**src/rtl/dense_seq_pkg.sv**
```systemverilog
// Shared types and helpers for the dense layer sequencer.
// Holds the sequencer state encoding and the address-width function.
package dense_seq_pkg;

  typedef enum logic [1:0] {
    eIDLE  = 2'd0,
    eACCUM = 2'd1,
    eBIAS  = 2'd2,
    eDONE  = 2'd3
  } seq_state_e;

  function automatic int addr_width(input int n);
    return (n < 1) ? 1 : $clog2(n + 1);
  endfunction

endpackage

```
**src/rtl/dense_layer_sequencer_index_counter.sv**
```systemverilog
// Frame index counter for the dense layer sequencer.
// Clear beats enable; the count saturates at MAX+1 instead of wrapping.
module index_counter #(
  parameter int WIDTH = 4,
  parameter int MAX   = 10
) (
  input  logic             clk_i,
  input  logic             clear_i,
  input  logic             en_i,
  output logic [WIDTH-1:0] count_o,
  output logic             last_o
);

  localparam logic [WIDTH-1:0] LAST = WIDTH'(MAX - 1);
  localparam logic [WIDTH-1:0] TOP  = WIDTH'(MAX + 1);

  logic [WIDTH-1:0] count_q;
  logic [WIDTH-1:0] count_d;

  // next count: clear first, then a guarded increment
  always_comb begin
    count_d = count_q;
    if (clear_i) begin
      count_d = '0;
    end else if (en_i && (count_q != TOP)) begin
      count_d = count_q + WIDTH'(1);
    end
  end

  // count register
  always_ff @(posedge clk_i) begin
    count_q <= count_d;
  end

  assign count_o = count_q;
  assign last_o  = (count_q == LAST);

endmodule

```
**src/rtl/dense_layer_sequencer.sv**
```systemverilog
// Sequences one dense layer frame through a shared MAC array.
// Streams INPUT_SIZE words, adds a bias step, then holds the result.
module dense_layer_sequencer
  import dense_seq_pkg::*;
#(
  parameter int WORD_SIZE  = 16,
  parameter int INPUT_SIZE = 10,
  parameter int ADDR_WIDTH = addr_width(INPUT_SIZE)
) (
  input  logic                  clk_i,
  input  logic                  reset_i,
  input  logic                  valid_i,
  output logic                  ready_o,
  input  logic [WORD_SIZE-1:0]  data_i,
  output logic [WORD_SIZE-1:0]  mac_data_o,
  output logic                  mac_en_o,
  output logic                  mac_clear_o,
  output logic                  bias_sel_o,
  output logic [ADDR_WIDTH-1:0] addr_o,
  output logic                  valid_o,
  input  logic                  ready_i
);

  // Counter must reach INPUT_SIZE+1, one past the bias row.
  localparam int CNT_W = $clog2(INPUT_SIZE + 2);
  localparam logic [CNT_W-1:0] SAT = CNT_W'(INPUT_SIZE);

  seq_state_e       state_q;
  seq_state_e       state_d;
  logic [CNT_W-1:0] cnt;
  logic             last;
  logic             accept;

  assign ready_o = !reset_i &&
                   (state_q == eIDLE || state_q == eACCUM);
  assign accept  = valid_i && ready_o;

  assign mac_en_o    = !reset_i &&
                       (accept || state_q == eBIAS);
  assign bias_sel_o  = !reset_i && (state_q == eBIAS);
  assign valid_o     = !reset_i && (state_q == eDONE);
  assign mac_clear_o = reset_i ||
                       (state_q == eDONE && ready_i);
  assign mac_data_o  = data_i;

  assign addr_o = reset_i ? '0 :
                  (cnt > SAT) ? ADDR_WIDTH'(SAT) :
                  ADDR_WIDTH'(cnt);

  index_counter #(
    .WIDTH (CNT_W),
    .MAX   (INPUT_SIZE)
  ) u_idx (
    .clk_i   (clk_i),
    .clear_i (mac_clear_o),
    .en_i    (mac_en_o),
    .count_o (cnt),
    .last_o  (last)
  );

  // state register with synchronous reset
  always_ff @(posedge clk_i) begin
    if (reset_i) begin
      state_q <= eIDLE;
    end else begin
      state_q <= state_d;
    end
  end

  // next-state logic
  always_comb begin
    state_d = state_q;
    unique case (state_q)
      eIDLE, eACCUM: begin
        if (accept) begin
          state_d = last ? eBIAS : eACCUM;
        end
      end
      eBIAS: state_d = eDONE;
      eDONE: begin
        if (ready_i) begin
          state_d = eIDLE;
        end
      end
      default: state_d = eIDLE;
    endcase
  end

  a_addr_range: assert property (
    @(posedge clk_i) disable iff (reset_i)
    addr_o <= ADDR_WIDTH'(INPUT_SIZE));

  a_en_vs_valid: assert property (
    @(posedge clk_i) disable iff (reset_i)
    !(mac_en_o && valid_o));

  a_bias_en: assert property (
    @(posedge clk_i) disable iff (reset_i)
    bias_sel_o |-> mac_en_o);

endmodule

```
**config.mk**
```make
export PLATFORM = sky130hd
export DESIGN_NAME = dense_layer_sequencer
export DESIGN_NICKNAME = d
export VERILOG_FILES = /design/src/rtl/dense_seq_pkg.sv /design/src/rtl/dense_layer_sequencer_index_counter.sv /design/src/rtl/dense_layer_sequencer.sv
export SDC_FILE = /design/constraint.sdc
export NUM_CORES = 1
export LEC_CHECK = 0
export ABC_AREA = 1
export CORE_MARGIN = 5
export CORE_UTILIZATION = 35
export CTS_BUF_LIST = sky130_fd_sc_hd__clkbuf_4 sky130_fd_sc_hd__clkbuf_8 sky130_fd_sc_hd__clkbuf_16
export DETAILED_ROUTE_END_ITERATION = 7
export MAX_ROUTING_LAYER = met4
export PLACE_DENSITY = 0.84
export SLEW_MARGIN = 20
export SYNTH_ARGS = -nofsm -noshare
export SYNTH_HDL_FRONTEND = slang
export SYNTH_SLANG_ARGS = --single-unit
```
**constraint.sdc**
```tcl
create_clock -name clk_i -period 4.2 [get_ports clk_i]
set_clock_uncertainty 0.1 [all_clocks]
set_input_delay 1.26 -clock clk_i [delete_from_list [all_inputs] [get_ports clk_i]]
set_output_delay 1.26 -clock clk_i [all_outputs]
set_load 0.03 [all_outputs]
```
# After elaboration in Yosys (flattened, before gate mapping)
# Index checks and enable logic that the tools add are counted.
# Widths: inputs -> output; s select.
# totals
regBits	6
latch_bits	0
ramBits	0
romBits	0
inputBits	20
mem_count	0
# classes
add_sub_neg	1
multipliers	0
n_div	0
magnitude_cmp	1
n_eq_ne	7
shifts	0
muxes	6
bitwise	0
reduce_logical	14
# op_table
op	count
$mux 4	2
$logic_and 1x1->1	7
$mux 2	3
$pmux 2 s3	1
$add 4x1->4 const B	1
$eq 2x2->1 const B	2
$eq 4x4->1 const B	1
$gt 4x4->1 const B	1
$ne 2x2->1 const B	2
$ne 4x4->1 const B	1
$logic_or 1x1->1	3
$eq 2x1->1 const B	1
$logic_not 2->1	1
$reduce_and 2->1	1
$reduce_or 2->1	1
$logic_not 1->1	1

# Logic depth before layout (Yosys ltp)
# Gate-level depths: netlist (run 1).
# logic_depth
ltp_word	7
ltp_mapped	7

# Modules after synthesis
# A second synthesis (run 1) with hierarchy kept.
# hier_totals
cells_unflattened	88
area_unflattened_um2	531.8
# by_module_without_submodules
mod	instances	cells_per_inst	area_each_um2	seq_area_each_um2
dense_layer_sequencer	1	52	305.3	40.0
index_counter	1	36	226.5	80.1

# Worst setup path after synthesis (run 1)
# No wires, ideal clock.
# synth_timing
kind	input to output
start	input reset_i
end	output addr_o[0]
arrival_time_ns	2.066
t_required_ns	2.840
slack_ns	0.774
cell_stages	2
n_path_buf	1
path_cell_list	buf_6 > nor3_1
# synth_between
elab_chain_len	1
# synth_lines
item	line_no	source
start: declaration	dense_layer_sequencer.sv:11	input logic reset_i,
$mux 4	dense_layer_sequencer.sv:46	assign addr_o = reset_i ? '0 :
end: declaration	dense_layer_sequencer.sv:19	output logic [ADDR_WIDTH-1:0] addr_o,
# Every way passes these cells.

# Worst setup path in the final report (run 1)
# Same ends and word-level chain as after synthesis.

==> metrics.csv, run 1 <==
metric,value,unit
status,finished clean,
Setup TNS,0,ns
CP Data Required Time,2.84,ns
GR Overflow Total,0,
crit-path cells,"clkdlybuf4s50_1, nor3_1, clkdlybuf4s50_1",
Yosys cell types,20,
"Clk Latency, worst-skew pair",0.24,ns
Crit Path Max Fanout,9,
Ys Warns,0,
max-slew violation count,0,
Clock transition at path regs,0.04,ns
postcts setup bufs,0,
pin count of the biggest net entering global routing,10,
syn nets,104,
Yosys reg bits,6,
Cells after Synth,81,
critical setup path kind,input port to primary output,
relative slew slack,0.788,
Initial DRT Pass Iterations,4,
Die Wd,50.6,um
setup violators final,0,
crit path DAT,2.76,ns
min Tclk post-route,4.12,ns
hold depth,2,
worst min path class,register to register,
DRT iter0 DRCs,3,
pre-CTS setup slack,0.0799,ns
most used cell along the critical path,clkdlybuf4s50_1,
register area share after synthesis,0.208,
Setup crit end kind,primary output,
H-tree depth,1,
Static Leak,0.276,nW
Worst Reg-to-Reg Cells,6,
CP max stage delay,0.70,ns
maxcap violations,0,
Syn Area/Cell,7.12,um^2
TritonCTS buffer count,3,
critical path depth,3,
Die ar.,2560,um^2
WP buf/inv,2,
FF-to-FF End,state_q[1],
cell area power density,225,nW/um^2
CP max stage cell,clkdlybuf4s50_1,
n_diodes,0,
flop-to-flop setup slack,2.90,ns
nets,104,
RD Place Congestion,0.757,
largest area contributor in the netlist,dfxtp_1,
TritonCTS clock tree,yes,
I/O pins,45,
DRC,0,
area share of the largest cell type after synthesis,0.208,
CP top delay family,buffers and inverters,
Hold Path Origin,u_idx.count_o[2],
initial antenna violation count,0,
Startpoint Class,input port,
Core Area,1540,um^2
Die Y,50.6,um
IO buf count,12,
first-pass GRT wire length,1610,um
Synth-to-Final Area Change,4.56,%
Total Wirelength,1020,um
fmax,243,MHz
Worst-Margin Slew,0.318,ns
via density per instance,4.89,
Clock Tree Buf Depth,2,
Finished Core Util,0.391,
Synth area leaders,"dfxtp_1, buf_4, nand2_1",
fraction of layout cells with a size suffix above 1,0.177,
root buffer selected by CTS,clkbuf_4,
# rows,14,
Sink Count,6,
post-cts repair resize count,0,
Mapped Area,577,um^2
Final period util,0.980,
Max VDD drop,0.0000970,V
HPWL after DPL,819,um
unrepaired setup endpoints after global routing,false,
hold endpoint,u_idx.count_o[2],
DR WL/cell,10.7,um
vias in the first global route,434,
"Hold-fix buffers, CTS",0,
final worst slack,0.0828,ns
Final ANT Viol Nets,0,
final hold vios,0,
"most common cell after layout, fill and taps aside",nand2_1,
Total GRT Usage,0.0830,
Initial Util,0.374,
FF-to-FF Start,u_idx.count_o[1],
via count,465,
most frequent cells in the layout,"nand2_1, inv_1, nor2_1, clkdlybuf4s50_1, nand3_1",
==> flip-flops by register name, summed over array words and instances, names as in the netlist <==
name,count
state_q,2
u_idx.count_o,4
==> per-stage QoR <==
stage	std cells	hold WS (ns)	power, mW	instance area [um^2]
floorplan	81	0.397	0.106	577
global route	95	0.472	0.141	603
global placement	92	0.431	0.0852	578
finish	95	0.438	0.136	603
detailed placement	92	0.437	0.0859	578
CTS	95	0.441	0.138	601
==> metal layers <==
| metal | track usage | vias to the layer above | part of all wire |
|---|---|---|---|
| met5 | - | - | 0 |
| met4 | 0.0681 | 0 | 0.0039 |
| met3 | 0.0237 | 2 | 0.078 |
| met2 | 0.132 | 12 | 0.51 |
| met1 | 0.0825 | 213 | 0.41 |
| li1 | - | 238 | - |
==> worst max-delay path by stage <==
stage                 to  startpoint
2_1_floorplan  addr_o[0]     reset_i
3_3_place_gp   addr_o[0]     reset_i
3_5_place_dp   addr_o[2]     reset_i
4_1_cts        addr_o[2]     reset_i
5_1_grt        addr_o[0]     reset_i
6_report       addr_o[0]     reset_i
==> Yosys cell counts, drive strengths merged <==
cell and number:
a21oi 7, buf 17, dfxtp 6, ha 3
inv 9, nand2 15, nand3 9, nand3b 1
nand4 1, nor2 9, nor3 2, o21a 1
xor2 1
==> worst reg2reg max path: stages (launching register included) <==
cell and delay, ns:
dfxtp_1 0.44, inv_1 0.10, ha_1 0.18, nand3_1 0.08
nand2_1 0.07, a21oi_1 0.15, nor2_1 0.05
==> where the power goes <==
part | switching, mW | internal, mW | leakage [nW]
registers | 0.00228 | 0.0589 | 0.0488
logic | 0.0139 | 0.00954 | 0.213
clock network | 0.0191 | 0.0322 | 0.0138
total | 0.0353 | 0.101 | 0.276
==> layout make-up <==
cell class	count	area, um^2
Clock buffer	3	22.5
Fill cell	165	938
Inverter	9	33.8
Multi-Input combinational cell	49	292
Sequential cell	6	120
Tap cell	16	20.0
Timing Repair Buffer	12	115
==> cell families after synthesis <==
family	synth area share
AND/OR/NAND/NOR	0.345
buffers and inverters	0.286
AO/OA/AOI/OAI	0.0803
flip-flops	0.208
adder cells (fa/ha/maj)	0.0651
XOR/XNOR	0.0152
No activity file was read; power rests on OpenSTA's default activity.
==> run 2, diff against run 1 <==
--- a/config.mk
+++ b/config.mk
@@ -12,6 +12,7 @@
 export DETAILED_ROUTE_END_ITERATION = 7
 export MAX_ROUTING_LAYER = met4
 export PLACE_DENSITY = 0.84
+export RECOVER_POWER = 50
 export SLEW_MARGIN = 20
 export SYNTH_ARGS = -nofsm -noshare
 export SYNTH_HDL_FRONTEND = slang
==> run 2 against run 1 <==
Against the previous run: combinational power fell by 5%; critical path depth unchanged; total power shrank 0.82%; count of clock-buffer cells in the layout unchanged; worst hold slack improved by 0.0011 ns; clock power about the same; sequential cell count is the same; cell count stayed put; global-route usage stayed put.
==> metrics.csv, run 2 (synthesis results as in run 1) <==
metric,value,unit,change
pin count of the biggest net entering global routing,10,,unchanged
initial antenna violation count,0,,unchanged
"most common cell after layout, fill and taps aside",nand2_1,,
"Clk Latency, worst-skew pair",0.24,ns,about the same
placed cells,92,,unchanged
RD Place Congestion,0.757,,unchanged
Clock transition at path regs,0.04,ns,about the same
H-tree depth,1,,unchanged
DRC,0,,unchanged
Sink Count,6,,unchanged
flop-to-flop setup slack,2.85,ns,-0.05 ns
Clock Tree Buf Depth,2,,unchanged
cell area power density,231,nW/um^2,+2.6%
Die ar.,2560,um^2,unchanged
Setup TNS,0,ns,unchanged
relative slew slack,0.782,,-0.00560
Core Area,1540,um^2,unchanged
HPWL after DPL,819,um,unchanged
CP Data Required Time,2.84,ns,about the same
most frequent cells in the layout,"nand2_1, inv_1, nor2_1, nand3_1, clkdlybuf4s50_1",,
Finished Core Util,0.378,,-0.0130
setup violators final,0,,unchanged
fmax,242,MHz,-0.18%
Die Wd,50.6,um,unchanged
Total GRT Usage,0.0830,,unchanged
Static Leak,0.274,nW,-0.72%
"Hold-fix buffers, CTS",0,,unchanged
max reg flops,4,,unchanged
Initial DRT Pass Iterations,4,,unchanged
I/O pins,45,,unchanged
TritonCTS clock tree,yes,,
first-pass GRT wire length,1610,um,unchanged
Initial Util,0.374,,unchanged
Setup crit end kind,primary output,,
Max VDD drop,0.0000970,V,about the same
status,finished clean,,
final hold vios,0,,unchanged
root buffer selected by CTS,clkbuf_4,,
Total Wirelength,1040,um,+2.1%
Final ANT Viol Nets,0,,unchanged
max-slew violation count,0,,unchanged
# rows,14,,unchanged
IO buf count,12,,unchanged
DRT iter0 DRCs,8,,+5
n_diodes,0,,unchanged
via count,475,,+2.2%
Area after DPL,578,um^2,unchanged
Worst-Margin Slew,0.326,ns,+0.00838 ns
Startpoint Class,input port,,
DR WL/cell,10.9,um,+2.1%
nets,104,,unchanged
fraction of layout cells with a size suffix above 1,0.139,,-0.0380
Final period util,0.982,,+0.00172
crit path DAT,2.76,ns,about the same
Crit Path Max Fanout,9,,unchanged
Synth-to-Final Area Change,1.08,%,
critical setup path kind,input port to primary output,,
Layout Cell Area excl Fill,583,um^2,-3.3%
GR Overflow Total,0,,unchanged
Storage cell area,120,um^2,unchanged
Total Power,135,uW,-0.82%
maxcap violations,0,,unchanged
Die Y,50.6,um,unchanged
unrepaired setup endpoints after global routing,false,,
min Tclk post-route,4.12,ns,+0.00722 ns
area taken by multi-input logic gates,272,um^2,-6.9%
number of filler cells placed in the layout,168,,+1.8%
worst min path class,register to register,,
fin cells,95,,unchanged
vias in the first global route,434,,unchanged
TritonCTS buffer count,3,,unchanged
via density per instance,5.00,,+2.2%
[run 2: cell counts in the layout (fill, tap and decap cells not counted)]
No cell type changed its count.
[run 2: path summary, 6_finish.rpt]
check | endpoint | depth (start not counted) | startpoint
worst max-delay path | addr_o[0] | 3 | reset_i
worst min-delay path | u_idx.count_o[2] | 2 | u_idx.count_o[2]
worst max register to register | u_idx.count_o[3] | 5 | u_idx.count_o[1]
worst min register to register | u_idx.count_o[2] | 2 | u_idx.count_o[2]
[run 2: layout make-up]
cell class / instances / share of cell area
tap: 16 / 0.0343
clock buffer: 3 / 0.0386
multi-input combinational: 49 / 0.466
inverter: 9 / 0.0579
sequential: 6 / 0.206
timing repair buffer: 12 / 0.197
[run 2: what timing repair did]
item                       4_1_cts  5_1_grt
hold endpoints to repair         0        0
gates resized for setup          0        1
buffers inserted                 0        0
setup endpoints to repair        0        1
[run 2: power by group]
part / internal [mW] / switching [mW] / total (mW)
Clock: 0.0322 / 0.0191 / 0.0513
Combinational: 0.00897 / 0.0133 / 0.0223
Sequential: 0.0589 / 0.00232 / 0.0612
[run 2: worst max-delay path, cell delays in order]
cell and delay (ns):
clkdlybuf4s50_1 0.57, nor3_1 0.24, clkdlybuf4s50_1 0.70
[run 2: per-layer routing]
metal,vias to the layer above,wire length [um],GRT usage
met5,-,0,-
met4,0,4,0.0681
met3,2,82,0.0237
met2,12,538,0.132
met1,223,416,0.0825
li1,238,-,-
[run 2: metrics by stage]
step	hold slack, ns	setup slack (ns)
final	0.439	0.0756
after global routing	0.476	0.0278
after CTS	0.441	0.0738
after detailed placement	0.437	0.0799
after global placement	0.431	0.103
after floorplan	0.397	0.774
